===== src/rtl/pwm_multichan_gen.sv =====
// Multi-channel PWM generator: one shared period counter, per-channel duty and
// polarity, duty/period double-buffered and swapped in only at a period boundary.

module pwm_lane #(
  parameter int WIDTH        = 8,
  parameter int DEFAULT_DUTY = 64
) (
  input  logic             clk_in,
  input  logic             rst_n,
  input  logic             en_i,
  input  logic             wr_i,
  input  logic [WIDTH-1:0] wr_data_i,
  input  logic             xfer_i,
  input  logic [WIDTH-1:0] cnt_i,
  input  logic             pol_i,
  output logic             pwm_o
);
  logic [WIDTH-1:0] pend_q, pend_d;
  logic [WIDTH-1:0] act_q, act_d;
  logic             pwm_q, pwm_d;

  always_comb begin
    pend_d = wr_i   ? wr_data_i : pend_q;
    act_d  = xfer_i ? pend_q    : act_q;
    // Idle drives the inactive level, which is the polarity bit itself.
    pwm_d  = en_i ? ((cnt_i < act_q) ^ pol_i) : pol_i;
  end

  always_ff @(posedge clk_in or negedge rst_n) begin
    if (!rst_n) begin
      pend_q <= WIDTH'(DEFAULT_DUTY);
      act_q  <= WIDTH'(DEFAULT_DUTY);
      pwm_q  <= 1'b0;
    end else begin
      pend_q <= pend_d;
      act_q  <= act_d;
      pwm_q  <= pwm_d;
    end
  end

  assign pwm_o = pwm_q;
endmodule

module pwm_multichan_gen #(
  parameter int CHANNELS       = 4,
  parameter int WIDTH          = 8,
  parameter int ADDR_W         = 2,
  parameter int DEFAULT_DUTY   = 64,
  parameter int DEFAULT_PERIOD = 255
) (
  input  logic                clk_in,
  input  logic                rst_n,
  input  logic                en,
  input  logic                duty_wr,
  input  logic [ADDR_W-1:0]   wr_addr,
  input  logic [WIDTH-1:0]    wr_data,
  input  logic                period_wr,
  input  logic [WIDTH-1:0]    period_in,
  input  logic [CHANNELS-1:0] pol_in,
  output logic [CHANNELS-1:0] PWM_out,
  output logic                cycle_start
);
  logic [WIDTH-1:0] cnt_q, cnt_d;
  logic [WIDTH-1:0] per_pend_q, per_pend_d;
  logic [WIDTH-1:0] per_act_q, per_act_d;
  logic             cs_q, cs_d;
  logic             term, xfer;

  assign term = (cnt_q == per_act_q);
  // While idle, active config tracks pending so a restart uses the latest values.
  assign xfer = !en || term;

  always_comb begin
    cnt_d      = '0;
    cs_d       = 1'b0;
    per_pend_d = period_wr ? period_in : per_pend_q;
    per_act_d  = xfer ? per_pend_q : per_act_q;
    if (en) begin
      cnt_d = term ? '0 : cnt_q + WIDTH'(1);
      cs_d  = (cnt_q == '0);
    end
  end

  always_ff @(posedge clk_in or negedge rst_n) begin
    if (!rst_n) begin
      cnt_q      <= '0;
      per_pend_q <= WIDTH'(DEFAULT_PERIOD);
      per_act_q  <= WIDTH'(DEFAULT_PERIOD);
      cs_q       <= 1'b0;
    end else begin
      cnt_q      <= cnt_d;
      per_pend_q <= per_pend_d;
      per_act_q  <= per_act_d;
      cs_q       <= cs_d;
    end
  end

  assign cycle_start = cs_q;

  // Out-of-range addresses match no lane, so they are dropped.
  for (genvar i = 0; i < CHANNELS; i++) begin : g_lane
    pwm_lane #(
      .WIDTH        (WIDTH),
      .DEFAULT_DUTY (DEFAULT_DUTY)
    ) u_lane (
      .clk_in    (clk_in),
      .rst_n     (rst_n),
      .en_i      (en),
      .wr_i      (duty_wr && (wr_addr == ADDR_W'(i))),
      .wr_data_i (wr_data),
      .xfer_i    (xfer),
      .cnt_i     (cnt_q),
      .pol_i     (pol_in[i]),
      .pwm_o     (PWM_out[i])
    );
  end
endmodule


===== config.mk =====
export PLATFORM = sky130hd
export DESIGN_NAME = pwm_multichan_gen
export DESIGN_NICKNAME = d
export VERILOG_FILES = /design/src/rtl/pwm_multichan_gen.sv
export SDC_FILE = /design/constraint.sdc
export NUM_CORES = 1
export LEC_CHECK = 0
export ABC_CLOCK_PERIOD_IN_PS = 1900
export BUFFER_PORTS_ARGS = -buffer_cell sky130_fd_sc_hd__buf_2
export CAP_MARGIN = 20
export CELL_PAD_IN_SITES_DETAIL_PLACEMENT = 1
export CELL_PAD_IN_SITES_GLOBAL_PLACEMENT = 1
export CORE_ASPECT_RATIO = 0.6
export CORE_MARGIN = 5
export CORE_UTILIZATION = 49
export CTS_CLUSTER_SIZE = 28
export DETAILED_ROUTE_END_ITERATION = 12
export HOLD_SLACK_MARGIN = 0.06
export PLACE_DENSITY = 0.88
export SLEW_MARGIN = 5
export SYNTH_ARGS = -nofsm -noshare
export SYNTH_HDL_FRONTEND = slang
export SYNTH_SLANG_ARGS = --single-unit

===== constraint.sdc =====
create_clock -name clk_in -period 1.9 [get_ports clk_in]
set_input_delay 0.38 -clock clk_in [delete_from_list [all_inputs] [get_ports clk_in]]
set_output_delay 0.38 -clock clk_in [all_outputs]
set_load 0.02 [all_outputs]

## After elaboration in Yosys (flattened, before gate mapping)

Index checks and enable logic that the tools add are counted.

| cells by class | value |
|---|---|
| mux-type cells | 7 |
| reductions and logical operators | 8 |
| shift operators | 0 |
| multiply operators | 0 |
| bitwise operators | 4 |
| divide/modulo/power cells | 0 |
| equality and inequality tests | 4 |
| magnitude comparators | 4 |
| $add $sub $neg | 1 |

Operators by type and width:

| operator | count |
|---|---|
| $lt A8 B8 Y1 | 4 |
| $mux W8 | 2 |
| $add A8 B1 Y8 const B | 1 |
| $eq A8 B8 Y1 | 1 |
| $logic_not A8 Y1 | 1 |
| $mux W1 | 5 |
| $eq A2 B2 Y1 const B | 2 |
| $logic_and A1 B1 Y1 | 4 |
| $xor A1 B1 Y1 | 4 |
| $eq A2 B1 Y1 const B | 1 |
| $logic_not A2 Y1 | 1 |
| $logic_not A1 Y1 | 1 |
| $logic_or A1 B1 Y1 | 1 |

| storage, ports and cells | value |
|---|---|
| memories | 0 |
| memory bits (read-only) | 0 |
| bits of input ports | 27 |
| word-level logic and storage cells | 44 |
| register bits after elaboration | 93 |
| memory bits (writable) | 0 |
| bits in latches | 0 |
| output and inout port bits | 5 |

## Longest topological paths before layout

| depth | value |
|---|---|
| depth after elaboration | 3 |
| depth in mapped cells | 8 |
| mapped depth without buffers | 7 |

## Modules after synthesis

From an unflattened synthesis, not the netlist that was laid out.

| second synthesis, totals | value |
|---|---|
| cells, all modules | 356 |
| area, all modules | 4,476.8 µm² |

Modules (own cells, without submodules):

| module | cells each | seq. area each (µm²) | times used | area an instance (µm²) |
|---|---|---|---|---|
| pwm_lane | 67 | 427.9 | 4 | 833.3 |
| pwm_multichan_gen | 88 | 645.6 | 1 | 1,143.6 |

## Worst setup path before layout

No wires, ideal clock.

| path | value |
|---|---|
| path type | reg-to-reg |
| start | register cnt_q[1] |
| end | register g_lane[0].u_lane.pwm_q |
| arrival time | 1,529 ps |
| path buffers | 0 |
| slack | 292 ps |
| library setup time | 79 ps |
| required time | 1,821 ps |
| period minus slack after synthesis | 1,608 ps |
| stages on the path, launching flop included | 6 |
| cell sequence | dfrtp_1 > ha_1 > a2111oi_2 > o21bai_1 > a41oi_2 > xor2_1 |

| on the way | value |
|---|---|
| cells in the longest elaborated chain, start to end | 3 |

RTL lines:

| item | RTL line | RTL |
|---|---|---|
| from (decl) | 63 | `logic [WIDTH-1:0] cnt_q, cnt_d;` |
| from (signal assigned) | 91 | `cnt_q <= cnt_d;` |
| $lt A8 B8 Y1 | 26 | `pwm_d = en_i ? ((cnt_i < act_q) ^ pol_i) : pol_i;` |
| $xor A1 B1 Y1 | 26 |  |
| $mux W1 | 26 |  |
| net g_lane[0].u_lane.pwm_d | 20 | `logic pwm_q, pwm_d;` |
| to (signal assigned) | 37 | `pwm_q <= pwm_d;` |
| to (decl) | 20 |  |

The timed path passes the listed nets, and every way through them passes these cells.
A chain may end at the register's enable or synchronous reset.

## Worst setup path after layout

Same ends and word-level chain as after synthesis.

==> flow_metrics.py <==
metrics = {
    "status": {
        "status": "finished, final reports clean",
    },
    "synthesis": {
        "synth_top_family_by_area": "multiplexers",
        "yosysUniqueCellTypes": 34,
        "synth_area_leaders": "dfrtp_1 39%, dfstp_2 14%, mux2_2 12%, ha_1 8.6%, o21ai_1 3.3%",
        "ys_seq_elements": 93,
        "yosys.area_share.xor_xnor": 0.0359,
        "syn_area_per_cell_um2": 12.2,
        "synth-simple-area-share": 0.0776,
        "synth.most_common_cell": "dfrtp_1",
        "ys_top_cells_by_count": "69 x dfrtp_1, 46 x mux2_2, 35 x nand2_1",
        "synth_edf_count": 0,
        "async_reset_ff_frac": 1.00,
        "yosysWarnings": 0,
        "netlist_area_mm2": 0.00439,
        "synth-main-ff-cell": "dfrtp_1",
        "yosysTopAreaCell": "dfrtp_1",
        "synth-compound-area-share": 0.0818,
        "syn-num-nets": 416,
        "synth_seq_area_share": 0.537,
        "syn_inst": 359,
        "yosysTopAreaCellShare": 0.393,
        "synthMuxAreaShare": 0.133,
        "synthAdderAreaFrac": 0.0855,
    },
    "route": {
        "via_per_inst": 5.49,
        "drc": 0,
        "dr.pass1.iters": 4,
        "postRouteAntennaNets": 0,
        "wire_per_inst_um": 20.6,
        "drt_iter0_markers": 84,
        "postRouteWirelength_um": 10700,
        "vias": 2851,
    },
    "hold_path": {
        "min_to": "g_lane[2].u_lane.pwm_o",
        "min_from": "pol_in[2]",
        "hold_path.class": "in -> reg",
        "hold_path_depth": 2,
    },
    "sta": {
        "min_period_ns": 1.82,
        "hold_slack_ns": 0.224,
        "setup_viol": 0,
        "clock-skew-final_ns": 0.00461,
        "fin_crit_sh": 0.957,
        "fmax_mhz": 550,
        "rsz0062_at_grt": "no",
        "totalNegativeSetupSlack_ns": 0,
        "max_slew_margin": 0.610,
        "worst_pin_slew_ns": 0.583,
        "hold_viol": 0,
        "report.final.slew_viol_count": 0,
    },
    "critical_path": {
        "critical_path_required_ns": 2.16,
        "cp-start-kind": "flip-flop",
        "reg2reg_to": "g_lane[0].u_lane.pwm_o",
        "r2r_cells": 5,
        "ff2ff_setup_slack_ns": 0.08,
        "arrival_ns": 2.08,
        "setup.worst_path.start": "cnt_q[1]",
        "cp-end-kind": "flip-flop",
        "cp_max_fo": 10,
        "criticalPathCategory": "reg -> reg",
        "timing.rr.start": "cnt_q[1]",
    },
    "final_layout": {
        "fill_cells": 873,
        "area_growth_pct": 15.9,
        "insertedDiodeCount": 0,
        "nNetsFinal": 459,
        "drive_gt1_frac": 0.351,
        "fin_cells": 519,
    },
    "run": {
        "drv_cap": 0,
    },
    "global_routing": {
        "busiest_layer": "met2",
        "grt_pass1_wl_um": 17300,
        "met1_usage": 0.266,
        "grt_max_degree": 37,
        "use_met2": 0.330,
        "grt_usage": 0.201,
        "grt-ovfl-total": 0,
        "antenna_found_initial": 0,
        "grt_pass1_vias": 3160,
        "use_met3": 0.0568,
    },
    "cts": {
        "cts.sinks": 93,
        "clk_path_buf_depth": 2,
        "cts_buffers": 9,
        "insertion_delay_ns": 0.34,
        "clk_pin_slew_ns": 0.06,
        "h-tree-depth": 3,
        "cts-root-buf": "clkbuf_16",
        "cts_tree": "yes",
        "cts_setup_buffers": 0,
    },
    "placement": {
        "hpwl_um": 7590,
        "port_buffers": 31,
        "globalplace.congestion": 0.872,
        "dpl.cell_count": 502,
    },
    "die": {
        "die_area_mm2": 0.0110,
        "core_mm2": 0.00862,
        "start_util": 0.509,
        "die_h_um": 83.3,
        "pin_count": 32,
        "fp.dieW_um": 132,
        "row_count": 26,
    },
    "power_and_ir_drop": {
        "p_per_area_mw_per_mm2": 1040,
        "power.total_uw": 5310,
        "leakage_uw": 0.00236,
        "ir_drop_v": 0.000537,
    },
}
[state kept, by name, summed over array words and instances, names as in the netlist]
register,cells
g_lane.u_lane.act_q,32
cnt_q,8
cycle_start,1
g_lane.u_lane.pend_q,32
per_act_q,8
per_pend_q,8
g_lane.u_lane.pwm_o,4
[power breakdown]
part	switching (uW)	leakage, uW	internal (uW)	total, uW
logic	517	0.00112	453	970
clock network	728	0.000144	1050	1780
registers	194	0.00109	2360	2560
[worst max path at each step]
stage,to,slack (ns),cells past startpoint
2_1_floorplan,g_lane[0].u_lane.pwm_o,0.29,5
3_3_place_gp,g_lane[0].u_lane.pwm_o,0.15,5
3_5_place_dp,g_lane[3].u_lane.act_q[0],0.08,5
4_1_cts,g_lane[0].u_lane.pwm_o,0.003,5
5_1_grt,g_lane[0].u_lane.pwm_o,0.02,5
6_report,g_lane[0].u_lane.pwm_o,0.08,5
[timing repair]
item | CTS | global route
hold buffers | 1 | 0
endpoints found under the setup margin | 1 | 13
endpoints found under the hold margin | 21 | 0
resized for setup | 2 | 5
pin swaps | 0 | 1
[cell families after synthesis]
logic type,after synthesis
DFF,93
buffers and inverters,46
adders and majority gates,30
muxes,52
AOI/OAI and AO/OA,53
and+or+nand+nor,67
xor gates and xnor gates,18
[critical path, cell delays in order, from the launching register on]
cell and delay, ns:
dfrtp_2 0.50, ha_1 0.36, a2111oi_4 0.36, o21bai_2 0.14
a41oi_2 0.23, xor2_1 0.16
[stage by stage]
stage,util,instance area (um2),setup slack [ns]
2_1_floorplan,-,4390,0.292
3_3_place_gp,0.552,4760,0.153
3_5_place_dp,0.552,4760,0.0810
4_1_cts,0.587,5060,0.00324
5_1_grt,0.590,5080,0.0152
6_report,0.590,5080,0.0823
[placed cells by master (no fill, tap or decap), types with 10 or more instances in the layout]
cell and instances:
buf_2 30, dfrtp_1 66, nor2_1 10, buf_4 10, ha_1 30, o21ai_1 30, nand2_1 35, mux2_2 46
dfstp_2 24, inv_1 32
[routing by layer]
layer,wire (um),up-vias
li1,-,1308
met1,5000,1482
met2,5090,45
met3,448,16
met4,130,0
met5,0,-
[area by class of cell]
cell class / instances / area (um2) / share of cell area
Inverter: 32 / 120 / 0.0236
Timing Repair Buffer: 46 / 327 / 0.0642
Tap cell: 112 / 140 / 0.0276
Clock buffer: 12 / 246 / 0.0485
Sequential cell: 93 / 2360 / 0.464
Clock inverter: 4 / 47.5 / 0.00935
Multi-Input combinational cell: 220 / 1840 / 0.362
Note: power is estimated with default switching activity, not from simulation.
